==> src/rtl/mouse_cmd_sequencer_if.sv <==
// Host-side bus of the PS/2 mouse configuration sequencer: transmitter/receiver handshakes and status.
// WHEEL_EN exists only when MOUSE_CMD_INTELLIMOUSE_EN is defined.
`timescale 1ns/1ps
interface mouse_cmd_sequencer_if;
  logic       START;
  logic       SEND_BYTE;
  logic [7:0] BYTE_TO_SEND;
  logic       BYTE_SENT;
  logic       READ_ENABLE;
  logic [7:0] BYTE_READ;
  logic [1:0] BYTE_ERROR_CODE;
  logic       BYTE_READY;
  logic       CFG_DONE;
  logic       CFG_ERROR;
  logic [1:0] RETRY_COUNT;
  logic [3:0] STEP;
`ifdef MOUSE_CMD_INTELLIMOUSE_EN
  logic       WHEEL_EN;
`endif

  modport master (
    input  START, BYTE_SENT, BYTE_READ, BYTE_ERROR_CODE, BYTE_READY,
    output SEND_BYTE, BYTE_TO_SEND, READ_ENABLE, CFG_DONE, CFG_ERROR, RETRY_COUNT, STEP
`ifdef MOUSE_CMD_INTELLIMOUSE_EN
    , output WHEEL_EN
`endif
  );

  modport slave (
    output START, BYTE_SENT, BYTE_READ, BYTE_ERROR_CODE, BYTE_READY,
    input  SEND_BYTE, BYTE_TO_SEND, READ_ENABLE, CFG_DONE, CFG_ERROR, RETRY_COUNT, STEP
`ifdef MOUSE_CMD_INTELLIMOUSE_EN
    , input WHEEL_EN
`endif
  );
endinterface

==> src/rtl/mouse_cmd_sequencer.sv <==
// PS/2 mouse init sequencer: sends the command table, checks every acknowledge, retries whole runs.
// Define MOUSE_CMD_INTELLIMOUSE_EN to insert the wheel-detect knock sequence (steps 6-12) and WHEEL_EN.
`timescale 1ns/1ps
module mouse_cmd_sequencer #(
  parameter logic [7:0]  SAMPLE_RATE    = 8'd100,
  parameter logic [7:0]  RESOLUTION     = 8'd2,
  parameter logic [23:0] TIMEOUT_CYCLES = 24'd10_000_000,
  parameter logic [1:0]  MAX_RETRY      = 2'd3
) (
  input  logic                  CLK,
  input  logic                  RESET,
  mouse_cmd_sequencer_if.master bus
);

  typedef enum logic [2:0] {
    S_IDLE, S_SEND, S_WAIT_SENT, S_WAIT_RESP, S_NEXT, S_RETRY, S_DONE, S_FAIL
  } state_t;

  localparam logic [3:0] LAST_STEP = 4'd5;

  state_t      state_q, state_d;
  logic [3:0]  step_q, step_d;
  logic [1:0]  idx_q, idx_d;
  logic [1:0]  retry_q, retry_d;
  logic [23:0] tmo_q, tmo_d;
  logic        send_q, send_d;
  logic [7:0]  txb_q, txb_d;
  logic        tmo_hit;
  logic        rx_ok;
`ifdef MOUSE_CMD_INTELLIMOUSE_EN
  logic        wheel_q, wheel_d;
`endif

  function automatic logic [7:0] cmd_byte(input logic [3:0] step);
    case (step)
      4'd0:    return 8'hFF;
      4'd1:    return 8'hF3;
      4'd2:    return SAMPLE_RATE;
      4'd3:    return 8'hE8;
      4'd4:    return RESOLUTION;
      4'd5:    return 8'hF4;
`ifdef MOUSE_CMD_INTELLIMOUSE_EN
      4'd6:    return 8'hF3;
      4'd7:    return 8'hC8;
      4'd8:    return 8'hF3;
      4'd9:    return 8'h64;
      4'd10:   return 8'hF3;
      4'd11:   return 8'h50;
      4'd12:   return 8'hF2;
`endif
      default: return 8'h00;
    endcase
  endfunction

  // Index of the final response byte for a step (reset reply is FA AA 00, get-ID is FA id).
  function automatic logic [1:0] last_idx(input logic [3:0] step);
    if (step == 4'd0) return 2'd2;
`ifdef MOUSE_CMD_INTELLIMOUSE_EN
    if (step == 4'd12) return 2'd1;
`endif
    return 2'd0;
  endfunction

  function automatic logic resp_ok(input logic [3:0] step, input logic [1:0] idx,
                                   input logic [7:0] rx);
    if (step == 4'd0) begin
      case (idx)
        2'd0:    return rx == 8'hFA;
        2'd1:    return rx == 8'hAA;
        2'd2:    return rx == 8'h00;
        default: return 1'b0;
      endcase
    end
`ifdef MOUSE_CMD_INTELLIMOUSE_EN
    if (step == 4'd12 && idx == 2'd1) return 1'b1;
`endif
    return rx == 8'hFA;
  endfunction

  // The knock sequence sits between the reset step and the sample-rate step.
  function automatic logic [3:0] next_step(input logic [3:0] step);
`ifdef MOUSE_CMD_INTELLIMOUSE_EN
    if (step == 4'd0)  return 4'd6;
    if (step == 4'd12) return 4'd1;
`endif
    return step + 4'd1;
  endfunction

  assign tmo_hit = (tmo_q == TIMEOUT_CYCLES - 24'd1);
  assign rx_ok   = (bus.BYTE_ERROR_CODE == 2'b00) && resp_ok(step_q, idx_q, bus.BYTE_READ);

  always_comb begin
    state_d = state_q;
    step_d  = step_q;
    idx_d   = idx_q;
    retry_d = retry_q;
    tmo_d   = tmo_q;
    send_d  = 1'b0;
    txb_d   = txb_q;
`ifdef MOUSE_CMD_INTELLIMOUSE_EN
    wheel_d = wheel_q;
`endif
    case (state_q)
      S_IDLE: state_d = S_SEND;
      S_SEND: begin
        send_d  = 1'b1;
        txb_d   = cmd_byte(step_q);
        tmo_d   = '0;
        state_d = S_WAIT_SENT;
      end
      S_WAIT_SENT: begin
        if (bus.BYTE_SENT) begin
          idx_d   = '0;
          tmo_d   = '0;
          state_d = S_WAIT_RESP;
        end else if (tmo_hit) begin
          state_d = S_RETRY;
        end else begin
          tmo_d = tmo_q + 24'd1;
        end
      end
      // A received byte takes priority over a coincident timeout.
      S_WAIT_RESP: begin
        if (bus.BYTE_READY) begin
          tmo_d = '0;
          if (!rx_ok) begin
            state_d = S_RETRY;
          end else if (idx_q == last_idx(step_q)) begin
`ifdef MOUSE_CMD_INTELLIMOUSE_EN
            if (step_q == 4'd12) wheel_d = (bus.BYTE_READ == 8'h03);
`endif
            state_d = S_NEXT;
          end else begin
            idx_d = idx_q + 2'd1;
          end
        end else if (tmo_hit) begin
          state_d = S_RETRY;
        end else begin
          tmo_d = tmo_q + 24'd1;
        end
      end
      S_NEXT: begin
        if (step_q == LAST_STEP) begin
          state_d = S_DONE;
        end else begin
          step_d  = next_step(step_q);
          state_d = S_SEND;
        end
      end
      S_RETRY: begin
        retry_d = retry_q + 2'd1;
        if (retry_d == MAX_RETRY) begin
          state_d = S_FAIL;
        end else begin
          step_d  = '0;
          state_d = S_SEND;
        end
      end
      S_DONE, S_FAIL: begin
        if (bus.START) begin
          retry_d = '0;
          step_d  = '0;
`ifdef MOUSE_CMD_INTELLIMOUSE_EN
          wheel_d = 1'b0;
`endif
          state_d = S_SEND;
        end
      end
      default: state_d = S_IDLE;
    endcase
  end

  always_ff @(posedge CLK or posedge RESET) begin
    if (RESET) begin
      state_q <= S_IDLE;
      step_q  <= '0;
      idx_q   <= '0;
      retry_q <= '0;
      tmo_q   <= '0;
      send_q  <= 1'b0;
      txb_q   <= '0;
`ifdef MOUSE_CMD_INTELLIMOUSE_EN
      wheel_q <= 1'b0;
`endif
    end else begin
      state_q <= state_d;
      step_q  <= step_d;
      idx_q   <= idx_d;
      retry_q <= retry_d;
      tmo_q   <= tmo_d;
      send_q  <= send_d;
      txb_q   <= txb_d;
`ifdef MOUSE_CMD_INTELLIMOUSE_EN
      wheel_q <= wheel_d;
`endif
    end
  end

  assign bus.SEND_BYTE    = send_q;
  assign bus.BYTE_TO_SEND = txb_q;
  assign bus.READ_ENABLE  = (state_q == S_WAIT_RESP);
  assign bus.CFG_DONE     = (state_q == S_DONE);
  assign bus.CFG_ERROR    = (state_q == S_FAIL);
  assign bus.RETRY_COUNT  = retry_q;
  assign bus.STEP         = step_q;
`ifdef MOUSE_CMD_INTELLIMOUSE_EN
  assign bus.WHEEL_EN     = wheel_q;
`endif

endmodule
==> src/flat_wrapper.sv <==
// flat-port wrapper written by rule: the top's interface ports become plain ports
module mouse_cmd_sequencer_flat 
#(
  parameter logic [7:0]  SAMPLE_RATE    = 8'd100,
  parameter logic [7:0]  RESOLUTION     = 8'd2,
  parameter logic [23:0] TIMEOUT_CYCLES = 24'd10_000_000,
  parameter logic [1:0]  MAX_RETRY      = 2'd3
)
  (CLK, RESET, bus_START, bus_BYTE_SENT, bus_BYTE_READ, bus_BYTE_ERROR_CODE, bus_BYTE_READY, bus_SEND_BYTE, bus_BYTE_TO_SEND, bus_READ_ENABLE, bus_CFG_DONE, bus_CFG_ERROR, bus_RETRY_COUNT, bus_STEP);
  mouse_cmd_sequencer_if bus_i ();
  input  logic CLK;
  input  logic RESET;
  input wire logic [$bits(bus_i.START)-1:0] bus_START;
  input wire logic [$bits(bus_i.BYTE_SENT)-1:0] bus_BYTE_SENT;
  input wire logic [$bits(bus_i.BYTE_READ)-1:0] bus_BYTE_READ;
  input wire logic [$bits(bus_i.BYTE_ERROR_CODE)-1:0] bus_BYTE_ERROR_CODE;
  input wire logic [$bits(bus_i.BYTE_READY)-1:0] bus_BYTE_READY;
  output wire logic [$bits(bus_i.SEND_BYTE)-1:0] bus_SEND_BYTE;
  output wire logic [$bits(bus_i.BYTE_TO_SEND)-1:0] bus_BYTE_TO_SEND;
  output wire logic [$bits(bus_i.READ_ENABLE)-1:0] bus_READ_ENABLE;
  output wire logic [$bits(bus_i.CFG_DONE)-1:0] bus_CFG_DONE;
  output wire logic [$bits(bus_i.CFG_ERROR)-1:0] bus_CFG_ERROR;
  output wire logic [$bits(bus_i.RETRY_COUNT)-1:0] bus_RETRY_COUNT;
  output wire logic [$bits(bus_i.STEP)-1:0] bus_STEP;
  assign bus_i.START = bus_START;
  assign bus_i.BYTE_SENT = bus_BYTE_SENT;
  assign bus_i.BYTE_READ = bus_BYTE_READ;
  assign bus_i.BYTE_ERROR_CODE = bus_BYTE_ERROR_CODE;
  assign bus_i.BYTE_READY = bus_BYTE_READY;
  assign bus_SEND_BYTE = bus_i.SEND_BYTE;
  assign bus_BYTE_TO_SEND = bus_i.BYTE_TO_SEND;
  assign bus_READ_ENABLE = bus_i.READ_ENABLE;
  assign bus_CFG_DONE = bus_i.CFG_DONE;
  assign bus_CFG_ERROR = bus_i.CFG_ERROR;
  assign bus_RETRY_COUNT = bus_i.RETRY_COUNT;
  assign bus_STEP = bus_i.STEP;
  mouse_cmd_sequencer #(.SAMPLE_RATE(SAMPLE_RATE), .RESOLUTION(RESOLUTION), .TIMEOUT_CYCLES(TIMEOUT_CYCLES), .MAX_RETRY(MAX_RETRY)) u_core (.CLK(CLK), .RESET(RESET), .bus(bus_i));
endmodule
==> config.mk <==
export PLATFORM = sky130hd
export DESIGN_NAME = mouse_cmd_sequencer_flat
export DESIGN_NICKNAME = d
export VERILOG_FILES = /design/src/rtl/mouse_cmd_sequencer_if.sv /design/src/rtl/mouse_cmd_sequencer.sv /design/src/flat_wrapper.sv
export SDC_FILE = /design/constraint.sdc
export NUM_CORES = 1
export LEC_CHECK = 0
export ABC_CLOCK_PERIOD_IN_PS = 2500
export CAP_MARGIN = 20
export CORE_MARGIN = 5
export CORE_UTILIZATION = 40
export DETAILED_ROUTE_END_ITERATION = 6
export DONT_BUFFER_PORTS = 1
export GPL_ROUTABILITY_DRIVEN = 0
export PLACE_DENSITY = 0.57
export SYNTH_ARGS = -nofsm -noshare
export SYNTH_HDL_FRONTEND = slang
export SYNTH_SLANG_ARGS = --single-unit
==> constraint.sdc <==
create_clock -name CLK -period 2.5 [get_ports CLK]
set_clock_uncertainty 0.1 [all_clocks]
set_input_delay 0 -clock CLK [delete_from_list [all_inputs] [get_ports CLK]]
set_output_delay 0 -clock CLK [all_outputs]
set_load 0.02 [all_outputs]
Yosys cells after proc, flatten, opt, wreduce, memory -nomap -nowiden
Cells that the tools add are included.
- register bits after elaboration: 44
- output and inout bits: 18
- $add $sub $neg: 4
- equality and inequality tests: 27
- muxes and demuxes: 38
- reduce and logical (&&, ||, !) cells: 15
- operators with widths (operator ; count):
    24-bit two-way mux ; 3
    24-bit one-hot mux with 3 select lines ; 1
    8-bit one-hot mux with 6 select lines ; 1
    24-bit by 1-bit adder with 24-bit output, second input constant ; 1
    24-bit == test, second input constant ; 1
    3-bit two-way mux ; 8
    3-bit one-hot mux with 7 select lines ; 1
    2-bit two-way mux ; 10
    8-bit == test, second input constant ; 2
    3-bit == test, second input constant ; 4
    4-bit two-way mux ; 3
    2-bit != test, second input constant ; 6
    4-bit one-hot mux with 3 select lines ; 1
    4-bit by 2-bit == test with 1-bit output, second input constant ; 2
    4-bit by 3-bit == test with 1-bit output, second input constant ; 2
    8-bit logical NOT ; 1
    2-bit one-hot mux with 2 select lines ; 2
    1-bit two-way mux ; 7
    3-bit by 2-bit == test with 1-bit output, second input constant ; 2
    3-bit nonzero test ; 2
    5-bit AND reduction ; 1
    2-bit by 1-bit adder with 2-bit output, second input constant ; 2
    4-bit by 1-bit adder with 4-bit output, second input constant ; 1
    2-bit == test, second input constant ; 2
    other kinds (15) ; 18

Depth between registers and ports, before layout
- word-level depth: 17
- depth in mapped cells: 9
- mapped depth without buffers: 8

Least setup slack after synthesis
Ideal clock, no wire load.
- path kind: reg2reg
- start point: register u_core.step_q[0] (netlist: u_core.bus.STEP[0])
- end point: register u_core.state_q[0]
- setup time: 0.126 ns
- data arrival time: 2.199 ns
- data required time: 2.274 ns
- path slack: 0.075 ns
- cell stages (with the launch flop): 9
- path through: dfrtp_1 -> inv_1 -> ha_1 -> nor3b_2 -> or4_1 -> nor4_1 -> or2_1 -> a311oi_1 -> a221o_1
- word-level cells in the longest chain between the ends: 12
- elaborated cells between the ends (all ways): 19
- those cells by class: eq/ne (3); mux (13); reduce/logical (3)
- ends and longest elaborated chain (what ; RTL line ; RTL):
    start: declaration ; mouse_cmd_sequencer.sv:22 ; logic [3:0] step_q, step_d;
    start signal: assignment ; mouse_cmd_sequencer.sv:187 ; step_q <= step_d;
    4-bit logical NOT ; mouse_cmd_sequencer.sv:57, mouse_cmd_sequencer.sv:66 ;
    1-bit two-way mux ; mouse_cmd_sequencer.sv:57, mouse_cmd_sequencer.sv:66 ;
    1-bit two-way mux ; mouse_cmd_sequencer.sv:126 ; if (!rx_ok) begin
    1-bit two-way mux ; mouse_cmd_sequencer.sv:124 ; if (bus.BYTE_READY) begin
    1-bit two-way mux ; mouse_cmd_sequencer.sv:103 ; case (state_q)
    2-bit two-way mux ; mouse_cmd_sequencer.sv:61 ; return 2'd0;
    2-bit two-way mux ; mouse_cmd_sequencer.sv:126 ;
    2-bit two-way mux ; mouse_cmd_sequencer.sv:124 ;
    2-bit two-way mux ; mouse_cmd_sequencer.sv:103 ;
    2-bit == test ; mouse_cmd_sequencer.sv:128 ; end else if (idx_q == last_idx(step_q)) begin
    4-bit != test (no line) ; n/a ;
    2-bit AND reduction (no line) ; n/a ;
    end signal: assignment ; mouse_cmd_sequencer.sv:186 ; state_q <= state_d;
    end: declaration ; mouse_cmd_sequencer.sv:21 ; state_t state_q, state_d;
Parallel ways exist; a longest one is shown, timed or not. The select of a mux whose other input is x is not followed.
A chain may end at the register's enable or synchronous reset.

Worst setup path in the final report
Ends and elaborated chain as after synthesis.

==> key figures <==
Route
  • Wirelength per Cell: 14.5 µm
  • DRT Wirelength: 5810 µm
  • Drt pass-1 iters: 4
  • Via Count: 2177
  • Via/cell ratio: 5.44
  • Iteration-0 DRC Markers: 77
  • Post-DRT Antenna Nets: 0
  • Residual DRC: 0

Power
  • Leakage power total: 1.28 nW
  • Worst vdd ir: 0.000590 V
  • Total power: 2.89 mW
  • Combinational fraction of design power: 42.8%
  • Pint: 1.65 mW
  • P_sw: 1.24 mW
  • Switching part of the total: 42.8%
  • Reg power frac: 37.6%
  • Power Dens Cells: 949 nW/µm²
  • Clock group share of total power: 19.6%

Worst setup path
  • Crit path max fanout: 6
  • Critical R2R Launch: u_core.bus.STEP[0]$_DFFE_PP0P_
  • R2r endpoint: u_core.state_q[0]$_DFFE_PP0P_
  • Worst setup path class: flip-flop to flip-flop
  • Worst Setup End Kind: flip-flop
  • Data arrival time of the worst path: 2.43 ns
  • Worst Reg-to-Reg Cells: 8
  • Setup crit start: u_core.bus.STEP[0]$_DFFE_PP0P_
  • Critical path capture point: u_core.state_q[0]$_DFFE_PP0P_
  • WP data required: 2.58 ns
  • Register-to-register setup slack: 0.15 ns
  • CP Launch Type: flip-flop

STA
  • FMAX: 0.426 GHz
  • Slew HR: 65.0%
  • RSZ-0062 raised after global routing: false
  • Final Hold Fails: 0
  • Max-slew violation count: 0
  • Final worst-path cycle share: 93.9%
  • Fin crit period: 2.35 ns
  • Final setup viols: 0
  • Post-Route Setup TNS: 0 ns
  • Final hold slack: 0.00658 ns
  • Worst slew pin tran: 0.519 ns

Synth
  • Syn Area/Cell: 8.81 µm²
  • Post-Synth XOR/XNOR Area: 6.23%
  • Most numerous cell in the Yosys netlist: dfrtp_1
  • Top cells by count, synth: 43 x dfrtp_1, 36 x nand2_1, 36 x nor2_1, 21 x o21ai_0, 17 x inv_1
  • Syn_nets: 331
  • Syn. warnings: 0
  • Syn Inst Count: 303
  • Synthesized flop and latch total: 43
  • Fraction of registers with async set or reset after synthesis: 100%
  • Mux contribution to synthesized area: 1.12%
  • Area leader, netlist: dfrtp_1
  • Synth cell types: 56
  • Sequential cell area fraction in the yosys report: 40.3%
  • Largest family of logic cells by synthesized area: simple AND/OR/NAND/NOR gates
  • Yosys top cell area share: 40.3%
  • Post-Syn Area: 2670 µm²
  • Dominant cells by area after synthesis: dfrtp_1 40%, ha_1 6.1%, nand2_1 5.1%, nor2_1 5.1%, o21ai_0 3.9%
  • EDFF count, synth: 0
  • Synth Area in Simple Gates: 27.8%
  • Synth Area in Adders: 6.09%
  • Synth Flop Type: dfrtp_1
  • Synth Area in Compound Gates: 14.1%

Clock tree
  • H-tree depth: 2
  • Clk root buf: clkbuf_8
  • CTS Buf Count: 5
  • CTS max path bufs: 2
  • Clk sinks: 43
  • TritonCTS clock tree: built
  • Clock Latency Late Sink: 0.29 ns
  • Clock-pin slew on the worst setup and hold paths: 0.08 ns

Cells and area
  • Post-synthesis to final-layout area growth: 14.2%
  • # diodes: 0
  • Final cell utilization of the core: 47.5%
  • Final std cells w/o fill: 400
  • Layout cells sized above 1: 11.8%
  • NumNets Final: 350

GRT
  • Global Route Usage Sum: 14.4%
  • Largest net degree at the start of global routing: 28
  • GR Overflow Total: 0
  • First-pass GRT wire length: 10000 µm
  • Vias in the first global route: 2082
  • Initial antenna violation count: 0

Floorplanning
  • Chip width: 91.7 µm
  • Core ar.: 6420 µm²
  • # rows: 29
  • Starting Density: 41.6%
  • I/O pin count: 33
  • Vert. Die Dim: 91.7 µm
  • Die area: 8410 µm²

Run
  • Max Cap Viol: 0

Placement
  • DP Wirelength: 4290 µm
  • Port Buffers: 0
  • Cell total after placement: 385

Worst hold path
  • Hold crit path type: input pin to asynchronous set/reset pin

Outcome
  • Status: completed
==> cell families (layout without fill, tap and decap cells) <==
| family | after synthesis | count (layout) |
|---|---|---|
| compound gates | 58 | 58 |
| xor+xnor | 19 | 19 |
| fa+ha+maj | 13 | 13 |
| buf+inv | 27 | 47 |
| flops | 43 | 43 |
| mux | 3 | 3 |
| simple gates | 140 | 140 |
==> worst max-delay path, stage by stage (launching register included) <==
cell and delay, ns:
dfrtp_1 0.38, inv_1 0.11, ha_1 0.25, nor3b_2 0.35, or4_1 0.18, nor4_2 0.05, or2_1 0.23, a31o_2 0.23
a221o_1 0.34
==> registers in the layout, summed over array words and instances (netlist names) <==
| register | cells |
|---|---|
| u_core.state_q | 3 |
| u_core.tmo_q | 24 |
| u_core.bus.SEND_BYTE | 1 |
| u_core.bus.STEP | 4 |
| u_core.bus.BYTE_TO_SEND | 7 |
| u_core.bus.RETRY_COUNT | 2 |
| u_core.idx_q | 2 |
==> worst min path at each step <==
stage / startpoint / end / slack [ns] / cells past startpoint
after floorplan: bus_START / u_core.state_q[2]$_DFFE_PP0P_ / 0.09 / 3
final: RESET / u_core.bus.SEND_BYTE$_DFF_PP0_ / 0.007 / 2
after global placement: RESET / u_core.bus.SEND_BYTE$_DFF_PP0_ / -0.06 / 1
after detailed placement: RESET / u_core.bus.BYTE_TO_SEND[6]$_DFFE_PP0P_ / -0.06 / 1
after global routing: RESET / u_core.bus.BYTE_TO_SEND[4]$_DFFE_PP0P_ / 0.02 / 2
after CTS: bus_BYTE_ERROR_CODE[1] / u_core.state_q[0]$_DFFE_PP0P_ / 0.01 / 4
==> repair_timing <==
item	4_1_cts	5_1_grt
endpoints found under the setup margin	0	4
gates resized for setup	0	4
hold buffers	6	0
endpoints found under the hold margin	30	0
setup buffers	0	0
==> metal layers <==
layer | part of all wire, % | global-route usage (%)
met4 | 1.3 | 4.46
met5 | 0 | 0
met1 | 49 | 19.6
met3 | 5.4 | 4.09
met2 | 44 | 22.2
==> power by group through the flow <==
| stage | Clock, mW | Sequential [mW] | Combinational, mW |
|---|---|---|---|
| after global routing | 0.613 | 1.12 | 1.42 |
| after global placement | 0 | 1.11 | 1.23 |
| after floorplan | 0 | 1.13 | 0.854 |
| after detailed placement | 0 | 1.10 | 1.24 |
| final | 0.566 | 1.09 | 1.24 |
| after CTS | 0.591 | 1.09 | 1.25 |
==> area by class of cell <==
type / instances / area (µm²)
clock buffer: 6 / 82.6
clock inverter: 2 / 35.0
tap: 77 / 96.3
multi-input combinational: 233 / 1500
inverter: 17 / 63.8
sequential: 43 / 1080
fill: 626 / 3370
timing repair buffer: 22 / 200
==> cell usage in the layout, fill, tap and decap left out, types with 3 or more instances in the layout <==
cell type	Yosys	layout
o221ai_1	3	3
and4_1	3	3
o21ai_0	21	21
xor2_1	9	9
nor2_1	36	36
dlygate4sd3_1	0	6
nor3_1	4	4
and3_1	3	3
o211ai_1	3	3
mux2i_1	3	3
nor2b_1	3	3
nor3_2	5	5
dfrtp_1	43	43
buf_4	1	15
nand2_1	36	36
clkbuf_8	0	6
nor4_1	4	3
ha_1	13	13
a21oi_1	11	11
nand4_1	7	7
inv_1	17	16
or3_1	4	4
xnor2_1	10	10
nand3_1	15	15
==> per-stage QoR <==
step                      area, µm²  worst slack [ns]
after global routing           3050            0.0220
final                          3050             0.152
after detailed placement       2830            0.0945
after global placement         2830             0.167
after floorplan                2670            0.0751
after CTS                      3000            0.0809
(Power assumes the default switching activity.)
